==> src/rtl/ser_xfer_ctrl_if.sv <==
// Bus bundle between the CPU/pin side and the serial transfer controller.
// The controller takes the slave view; the CPU register bus and pin logic take the master view.
interface ser_xfer_ctrl_if #(
   parameter int NBITS = 8
);
   localparam int CW = (NBITS > 1) ? $clog2(NBITS) : 1;

   logic          sc_write;
   logic [7:0]    sc_wdata;
   logic [7:0]    sc_rdata;
   logic          tick_in;
   logic          sck_in;
   logic          sck_out;
   logic          sck_oe;
   logic          out_en;
   logic          shift_en;
   logic          busy;
   logic [CW-1:0] bit_cnt;
   logic          int_serial;

   modport master (
      output sc_write, sc_wdata, tick_in, sck_in,
      input  sc_rdata, sck_out, sck_oe, out_en, shift_en, busy, bit_cnt, int_serial
   );

   modport slave (
      input  sc_write, sc_wdata, tick_in, sck_in,
      output sc_rdata, sck_out, sck_oe, out_en, shift_en, busy, bit_cnt, int_serial
   );
endinterface

==> src/rtl/ser_xfer_ctrl.sv <==
// Serial transfer sequencer: owns the SC register, drives or follows the serial clock,
// and issues per-bit out/shift strobes to the SB shifter plus a completion interrupt.
module ser_xfer_ctrl #(
   parameter int NBITS       = 8,
   parameter int SYNC_STAGES = 2
) (
   input  logic          clk,
   input  logic          reset,
   ser_xfer_ctrl_if.slave bus
);
   localparam int CW = (NBITS > 1) ? $clog2(NBITS) : 1;
   localparam logic [CW-1:0] LAST_BIT = CW'(NBITS - 1);

   typedef enum logic [1:0] {
      IDLE,
      ARMED,
      LOW,
      DONE
   } state_t;

   state_t                 state_q, state_d;
   logic                   start_q, start_d;
   logic                   clksel_q, clksel_d;
   logic [CW-1:0]          cnt_q, cnt_d;
   logic [SYNC_STAGES-1:0] sync_q;
   logic                   sck_prev_q;
   logic                   rise_q, fall_q;
   logic                   step;
   logic                   out_en, shift_en, int_serial;
   logic                   unused_wdata;

   // External clock: synchronize, then register a one-cycle edge pulse.
   always_ff @(posedge clk or posedge reset) begin
      if (reset) begin
         sync_q     <= '1;
         sck_prev_q <= 1'b1;
         rise_q     <= 1'b0;
         fall_q     <= 1'b0;
      end else begin
         // NOTE: non-blocking so every flop samples the pre-edge value of its neighbour.
         sync_q     <= {sync_q[SYNC_STAGES-2:0], bus.sck_in};
         sck_prev_q <= sync_q[SYNC_STAGES-1];
         rise_q     <= sync_q[SYNC_STAGES-1] & ~sck_prev_q;
         fall_q     <= ~sync_q[SYNC_STAGES-1] & sck_prev_q;
      end
   end

   always_ff @(posedge clk or posedge reset) begin
      if (reset) begin
         state_q  <= IDLE;
         start_q  <= 1'b0;
         clksel_q <= 1'b0;
         cnt_q    <= '0;
      end else begin
         state_q  <= state_d;
         start_q  <= start_d;
         clksel_q <= clksel_d;
         cnt_q    <= cnt_d;
      end
   end

   always_comb begin
      // NOTE: every output of this block gets a default first so no latch is inferred.
      state_d    = state_q;
      start_d    = start_q;
      clksel_d   = clksel_q;
      cnt_d      = cnt_q;
      out_en     = 1'b0;
      shift_en   = 1'b0;
      int_serial = 1'b0;
      step       = 1'b0;

      // A register write in the same cycle swallows the tick or edge.
      if (!bus.sc_write) begin
         if (clksel_q)
            step = bus.tick_in;
         else if (state_q == ARMED)
            step = fall_q;
         else if (state_q == LOW)
            step = rise_q;
      end

      case (state_q)
         ARMED: begin
            if (step) begin
               out_en  = 1'b1;
               state_d = LOW;
            end
         end
         LOW: begin
            if (step) begin
               shift_en = 1'b1;
               if (cnt_q == LAST_BIT) begin
                  state_d = DONE;
               end else begin
                  cnt_d   = cnt_q + 1'b1;
                  state_d = ARMED;
               end
            end
         end
         DONE: begin
            int_serial = 1'b1;
            start_d    = 1'b0;
            cnt_d      = '0;
            state_d    = IDLE;
         end
         default: ;
      endcase

      // Start=1 (re)arms from bit 0; start=0 aborts without an interrupt.
      if (bus.sc_write) begin
         clksel_d = bus.sc_wdata[0];
         start_d  = bus.sc_wdata[7];
         cnt_d    = '0;
         state_d  = bus.sc_wdata[7] ? ARMED : IDLE;
      end
   end

   assign unused_wdata   = ^bus.sc_wdata[6:1];

   assign bus.sc_rdata   = {start_q, 6'b111111, clksel_q};
   assign bus.sck_out    = (state_q != LOW);
   assign bus.sck_oe     = clksel_q;
   assign bus.busy       = start_q;
   assign bus.bit_cnt    = cnt_q;
   assign bus.out_en     = out_en;
   assign bus.shift_en   = shift_en;
   assign bus.int_serial = int_serial;
endmodule

==> src/flat_wrapper.sv <==
// flat-port wrapper written by rule: the top's interface ports become plain ports
module ser_xfer_ctrl_flat 
#(
   parameter int NBITS       = 8,
   parameter int SYNC_STAGES = 2
)
  (clk, reset, bus_sc_write, bus_sc_wdata, bus_tick_in, bus_sck_in, bus_sc_rdata, bus_sck_out, bus_sck_oe, bus_out_en, bus_shift_en, bus_busy, bus_bit_cnt, bus_int_serial);
  ser_xfer_ctrl_if #(.NBITS(NBITS)) bus_i ();
  input  logic clk;
  input  logic reset;
  input wire logic [$bits(bus_i.sc_write)-1:0] bus_sc_write;
  input wire logic [$bits(bus_i.sc_wdata)-1:0] bus_sc_wdata;
  input wire logic [$bits(bus_i.tick_in)-1:0] bus_tick_in;
  input wire logic [$bits(bus_i.sck_in)-1:0] bus_sck_in;
  output wire logic [$bits(bus_i.sc_rdata)-1:0] bus_sc_rdata;
  output wire logic [$bits(bus_i.sck_out)-1:0] bus_sck_out;
  output wire logic [$bits(bus_i.sck_oe)-1:0] bus_sck_oe;
  output wire logic [$bits(bus_i.out_en)-1:0] bus_out_en;
  output wire logic [$bits(bus_i.shift_en)-1:0] bus_shift_en;
  output wire logic [$bits(bus_i.busy)-1:0] bus_busy;
  output wire logic [$bits(bus_i.bit_cnt)-1:0] bus_bit_cnt;
  output wire logic [$bits(bus_i.int_serial)-1:0] bus_int_serial;
  assign bus_i.sc_write = bus_sc_write;
  assign bus_i.sc_wdata = bus_sc_wdata;
  assign bus_i.tick_in = bus_tick_in;
  assign bus_i.sck_in = bus_sck_in;
  assign bus_sc_rdata = bus_i.sc_rdata;
  assign bus_sck_out = bus_i.sck_out;
  assign bus_sck_oe = bus_i.sck_oe;
  assign bus_out_en = bus_i.out_en;
  assign bus_shift_en = bus_i.shift_en;
  assign bus_busy = bus_i.busy;
  assign bus_bit_cnt = bus_i.bit_cnt;
  assign bus_int_serial = bus_i.int_serial;
  ser_xfer_ctrl #(.NBITS(NBITS), .SYNC_STAGES(SYNC_STAGES)) u_core (.clk(clk), .reset(reset), .bus(bus_i));
endmodule
==> config.mk <==
export PLATFORM = sky130hd
export DESIGN_NAME = ser_xfer_ctrl_flat
export DESIGN_NICKNAME = d
export VERILOG_FILES = /design/src/rtl/ser_xfer_ctrl_if.sv /design/src/rtl/ser_xfer_ctrl.sv /design/src/flat_wrapper.sv
export SDC_FILE = /design/constraint.sdc
export NUM_CORES = 1
export LEC_CHECK = 0
export ABC_CLOCK_PERIOD_IN_PS = 2000
export BUFFER_PORTS_ARGS = -buffer_cell sky130_fd_sc_hd__buf_4
export CELL_PAD_IN_SITES_DETAIL_PLACEMENT = 1
export CELL_PAD_IN_SITES_GLOBAL_PLACEMENT = 1
export CORE_UTILIZATION = 34
export DETAILED_ROUTE_END_ITERATION = 16
export PLACE_DENSITY_LB_ADDON = 0.1
export REMOVE_ABC_BUFFERS = 1
export SYNTH_ARGS = -nofsm -noshare
export SYNTH_HDL_FRONTEND = slang
export SYNTH_SLANG_ARGS = --single-unit
==> constraint.sdc <==
create_clock -name clk -period 2 [get_ports clk]
set_input_delay 0.2 -clock clk [delete_from_list [all_inputs] [get_ports clk]]
set_output_delay 0.2 -clock clk [all_outputs]
set_load 0.05 [all_outputs]
== After elaboration in Yosys (flattened, before gate mapping) ==
Cells that the tools add are included.

* Add/sub/neg operators: 1
* Eq/ne operators: 8
* Multiplexer cells: 20
* Bitwise gates (word level): 4
* Reduce and logical (&&, ||, !) cells: 5

{| class="wikitable"
|+ Operators with widths
! operator !! number
|-
| $mux W1 || 11
|-
| $mux W3 || 3
|-
| $mux W2 || 4
|-
| $ne A3 B2 Y1 const B || 2
|-
| $pmux W2 S3 || 1
|-
| $pmux W3 S2 || 1
|-
| $reduce_and A3 Y1 || 2
|-
| $eq A2 B2 Y1 const B || 2
|-
| $reduce_bool A4 Y1 || 1
|-
| $add A3 B1 Y3 const B || 1
|-
| $eq A3 B3 Y1 const B || 1
|-
| $ne A3 B3 Y1 const B || 1
|-
| $reduce_bool A3 Y1 || 1
|-
| $and A1 B1 Y1 || 2
|-
| $eq A2 B1 Y1 const B || 1
|-
| $ne A2 B2 Y1 const B || 1
|-
| $not A1 Y1 || 2
|-
| $reduce_bool A2 Y1 || 1
|}

* Register bits after elaboration: 12
* Input port bits: 13

== Logic depth before layout (Yosys ltp) ==
* Depth after elaboration: 8
* Mapped depth: 6
* Depth with buffers taken out: 6

== Worst setup path before layout ==
OpenSTA, ideal clock, no wires.

* Kind: reg2reg
* From: register u_core.state_q[1]
* To: register u_core.state_q[0]
* Setup time: 0.095 ns
* Data arrival time: 1.776 ns
* Required time: 1.905 ns
* Path slack: 0.129 ns
* Cell stages (with the launch flop): 6
* Path buffers: 0
* Path through: dfrtp_1 -> ha_1 -> nor2b_2 -> or3b_2 -> o31a_1 -> o31ai_1

* Longest elaborated chain between the ends: 7

{| class="wikitable"
|+ Ends and longest elaborated chain
! element !! line !! text
|-
| from (decl) || ser_xfer_ctrl.sv:21 || <nowiki>state_t state_q, state_d;</nowiki>
|-
| from (signal assigned) || ser_xfer_ctrl.sv:55 || <nowiki>state_q <= state_d;</nowiki>
|-
| $eq A2 B2 Y1 || ser_xfer_ctrl.sv:79, ser_xfer_ctrl.sv:83 ||
|-
| $mux W1 || ser_xfer_ctrl.sv:79 || <nowiki>else if (state_q == LOW)</nowiki>
|-
| $mux W1 || ser_xfer_ctrl.sv:77 || <nowiki>else if (state_q == ARMED)</nowiki>
|-
| $mux W1 || ser_xfer_ctrl.sv:75 || <nowiki>if (clksel_q)</nowiki>
|-
| $mux W1 || ser_xfer_ctrl.sv:74 || <nowiki>if (!bus.sc_write) begin</nowiki>
|-
| $ne A3 B2 Y1 (no line) || n/a ||
|-
| $reduce_and A3 Y1 (no line) || n/a ||
|}

Several ways; a longest one is shown, not always the timed one.
A chain may end at the register's enable or synchronous reset.

== Worst setup path after layout ==
* From: register u_core.state_q[0]
* To: output port bus_out_en

* Longest elaborated chain between the ends: 7

{| class="wikitable"
|+ Ends and longest elaborated chain
! element !! line !! text
|-
| $eq A2 B2 Y1 || ser_xfer_ctrl.sv:79 ||
|-
| $mux W1 || ser_xfer_ctrl.sv:79 ||
|-
| $mux W1 || ser_xfer_ctrl.sv:77 ||
|-
| $mux W1 || ser_xfer_ctrl.sv:75 ||
|-
| $mux W1 || ser_xfer_ctrl.sv:74 ||
|-
| $mux W1 || ser_xfer_ctrl.sv:85 || <nowiki>if (step) begin</nowiki>
|-
| $mux W1 * || ser_xfer_ctrl.sv:83 || <nowiki>case (state_q)</nowiki>
|-
| to (decl) || flat_wrapper.sv:18 || <nowiki>output wire logic [$bits(bus_i.out_en)-1:0] bus_out_en;</nowiki>
|}

Every way passes the cells marked *; elsewhere a longest branch is shown, timed or not.

==> reports/metrics.yaml <==
status: "finished, final reports clean"
endpoint_kind: "output port"
place_area_um2: 845.8
hold_class: "input pin to flip-flop"
r2r_cells: 7
ys_seq_elements: 12
netlist_instances: 69
fin_area_um2: 954.7
ys_seq_area_share_pct: 41.68
dr.pass1.iters: 3
path_class: "flip-flop to output port"
viasPerCell: 4.602
setup_viol_count_final: 0
ios: 30
worstPathMaxFanout: 6
initial_core_util_pct: 36.81
synth_area_um2: 729.5
nFillCells: 228
irDropWorstVdd_v: 0.0006811
r2r-start: "u_core.state_q[1]"
holdPathStages: 1
dpl.cell_count: 109
hold_violations: 0
start_kind: "flip-flop"
p_per_area_mw_per_mm2: 1156
async_flop_share_pct: 100.0
slowest_stage: "dfrtp_2"
r2r-end: "u_core.bus.bit_cnt[0]"
netSwitchingPower_uw: 482.2
layout-drive-gt1-share_pct: 46.15
yosys.area_share.simple_pct: 19.04
cts_tree: "yes"
max_stage_delay_ns: 0.46
multi_input_area_um2: 392.9
clkTransAtPathRegs_ns: 0.08
drtIter0Drc: 4
leakage_uw: 0.0004645
dieArea_mm2: 0.002335
diodes: 0
whs_endpoint: "u_core.sync_q[0]"
yosys.area_share.xor_xnor_pct: 0
rows: 16
power.total_uw: 1104
drc_errors: 0
grtUsageTotal_pct: 14.08
fin_cells: 118
fmax_mhz: 530.9
finalWeightedCongestion: 0.6688
overflow: 0
antenna_left: 0
core_mm2: 0.001982
final_nets: 111
period_needed_ns: 1.883
hp-start: "bus_sck_in"
synthDistinctLibCells: 30
slew_violations: 0
r2r_setup_slack_ns: 0.19
synth_top_family_by_area: "simple AND/OR/NAND/NOR gates"
totalWireLength_um: 1465
ys.flop_type: "dfrtp_1"
max-cap-violations: 0
synth_compound_area_share_pct: 9.777
syn_avg_cell_area_um2: 10.57
seq_area_um2: 306.5
wl_per_cell_um: 12.42
p_seq_share_pct: 29.9
h-tree-depth: 1
grt_max_degree: 14
antenna_found_initial: 0
root_buffer: "clkbuf_4"
clk_latency_ns: 0.27
clock-sinks: 12
cts.path.max_buffers: 2
grt_pass1_vias: 541
fin_worst_skew_ns: 0.01281
synth.mux.area_fraction_pct: 7.890
power_frac_clock_pct: 14.2
synthToLayoutAreaGrowth_pct: 30.87
p_int_uw: 621.5
die_w_um: 48.32
die_height_um: 48.32
crit_chain: "ha_4, nand3b_1, a211oi_2, and2_1, buf_6"
crit_arrival_ns: 1.68
cts_buffers: 3
place_hpwl_um: 1060
yosys_warnings: 0
power_frac_comb_pct: 55.9
crit_required_ns: 1.80
io_buffers: 17
p_sw_share_pct: 43.69
period_share_pct: 94.17
synth_enable_flop_cells: 0
num_vias: 543
post-place-ws_ns: 0.1148
postLayoutSetupSlackWorst_ns: 0.1166
synthAdderAreaFrac_pct: 10.29
grt_pass1_wl_um: 2511
## power groups by stage
stage	Clock, uW	Sequential (uW)	Combinational, uW
6_report	156	330	617
5_1_grt	181	336	661
4_1_cts	168	322	552
3_5_place_dp	0	329	526
3_3_place_gp	0	327	514
2_1_floorplan	0	393	328
## stage by stage
step / util (%) / hold WS [ns] / setup TNS [ns]
6_report: 48.17 / 0.04102 / 0
5_1_grt: 48.17 / 0.02166 / -0.006025
4_1_cts: 45.45 / 0.03235 / 0
3_5_place_dp: 42.68 / 0.2513 / 0
3_3_place_gp: 42.68 / 0.2422 / 0
2_1_floorplan: - / 0.06255 / -0.04398
## cell usage in the layout (no fill, tap or decap), drive strengths merged
master       instances
and2                 2
or3b                 2
mux2                 3
o22a                 1
o31ai                1
nand3b               1
buf                 21
nor3                 2
nor2                 4
conb                 6
a22oi                1
dfstp                3
o31a                 1
nand2b               3
a21oi                2
mux2i                2
dlygate4sd3          1
dfrtp                9
nor2b                5
nand2                5
clkbuf               4
ha                   6
a211oi               2
inv                  4
## cell usage after synthesis, drive strengths merged, types with 2 or more instances
cell type	n	area (um2)
mux2	3	37.53
or3b	2	17.52
and2	2	12.51
nand2b	3	18.77
dfrtp	9	225.2
nand2	5	18.77
buf	8	60.06
inv	4	15.01
nor2	4	15.01
nor2b	5	33.78
a21oi	2	13.76
nor3	2	15.01
ha	6	75.07
mux2i	2	20.02
a211oi	2	20.02
dfstp	3	78.83
## worst max path at each step
stage / startpoint / end
3_5_place_dp: u_core.state_q[1] / u_core.state_q[1]
2_1_floorplan: u_core.bus.sck_oe / bus_out_en
5_1_grt: u_core.state_q[1] / bus_shift_en
6_report: u_core.state_q[0] / bus_out_en
3_3_place_gp: u_core.state_q[1] / u_core.state_q[1]
4_1_cts: u_core.state_q[0] / bus_shift_en
## timing repair
item | CTS | global route
endpoints found under the setup margin | 2 | 2
buffers inserted | 2 | 2
gates resized for setup | 2 | 11
pin swaps | 1 | 4
hold buffers | 1 | 0
endpoints found under the hold margin | 9 | 0
## state kept, by name (all words and copies together) (netlist names)
register and count:
u_core.rise_q 1, u_core.bus.busy 1, u_core.bus.bit_cnt 3, u_core.state_q 2, u_core.sync_q 2, u_core.sck_prev_q 1
u_core.bus.sck_oe 1, u_core.fall_q 1
## logic make-up after synthesis
logic type      Yosys count
other cells               1
flops                    12
compound gates            8
fa+ha+maj                 6
simple gates             24
buf+inv                  13
mux                       5
## per-layer routing
metal,global-route usage (%),share of wire [%]
met4,5.882,1.1
met5,0,0
met1,17.96,44
met3,2.201,4.5
met2,23.71,50
## area by class of cell
cell class | count | area share [%]
timing repair buffer | 22 | 18.35
inverter | 4 | 2.097
sequential | 12 | 32.11
clock buffer | 4 | 2.752
multi-input combinational | 49 | 41.15
tap | 27 | 3.539
## worst max-delay path, delay by kind of cell, from the launching register on
| family | cells | cell delay, ns |
|---|---|---|
| AND/OR/NAND/NOR | 2 | 0.34 |
| buffers and inverters | 1 | 0.16 |
| flip-flops | 1 | 0.46 |
| AO/OA/AOI/OAI | 1 | 0.26 |
| adder cells (fa/ha/maj) | 1 | 0.19 |
Note: power is estimated with default switching activity, not from simulation.
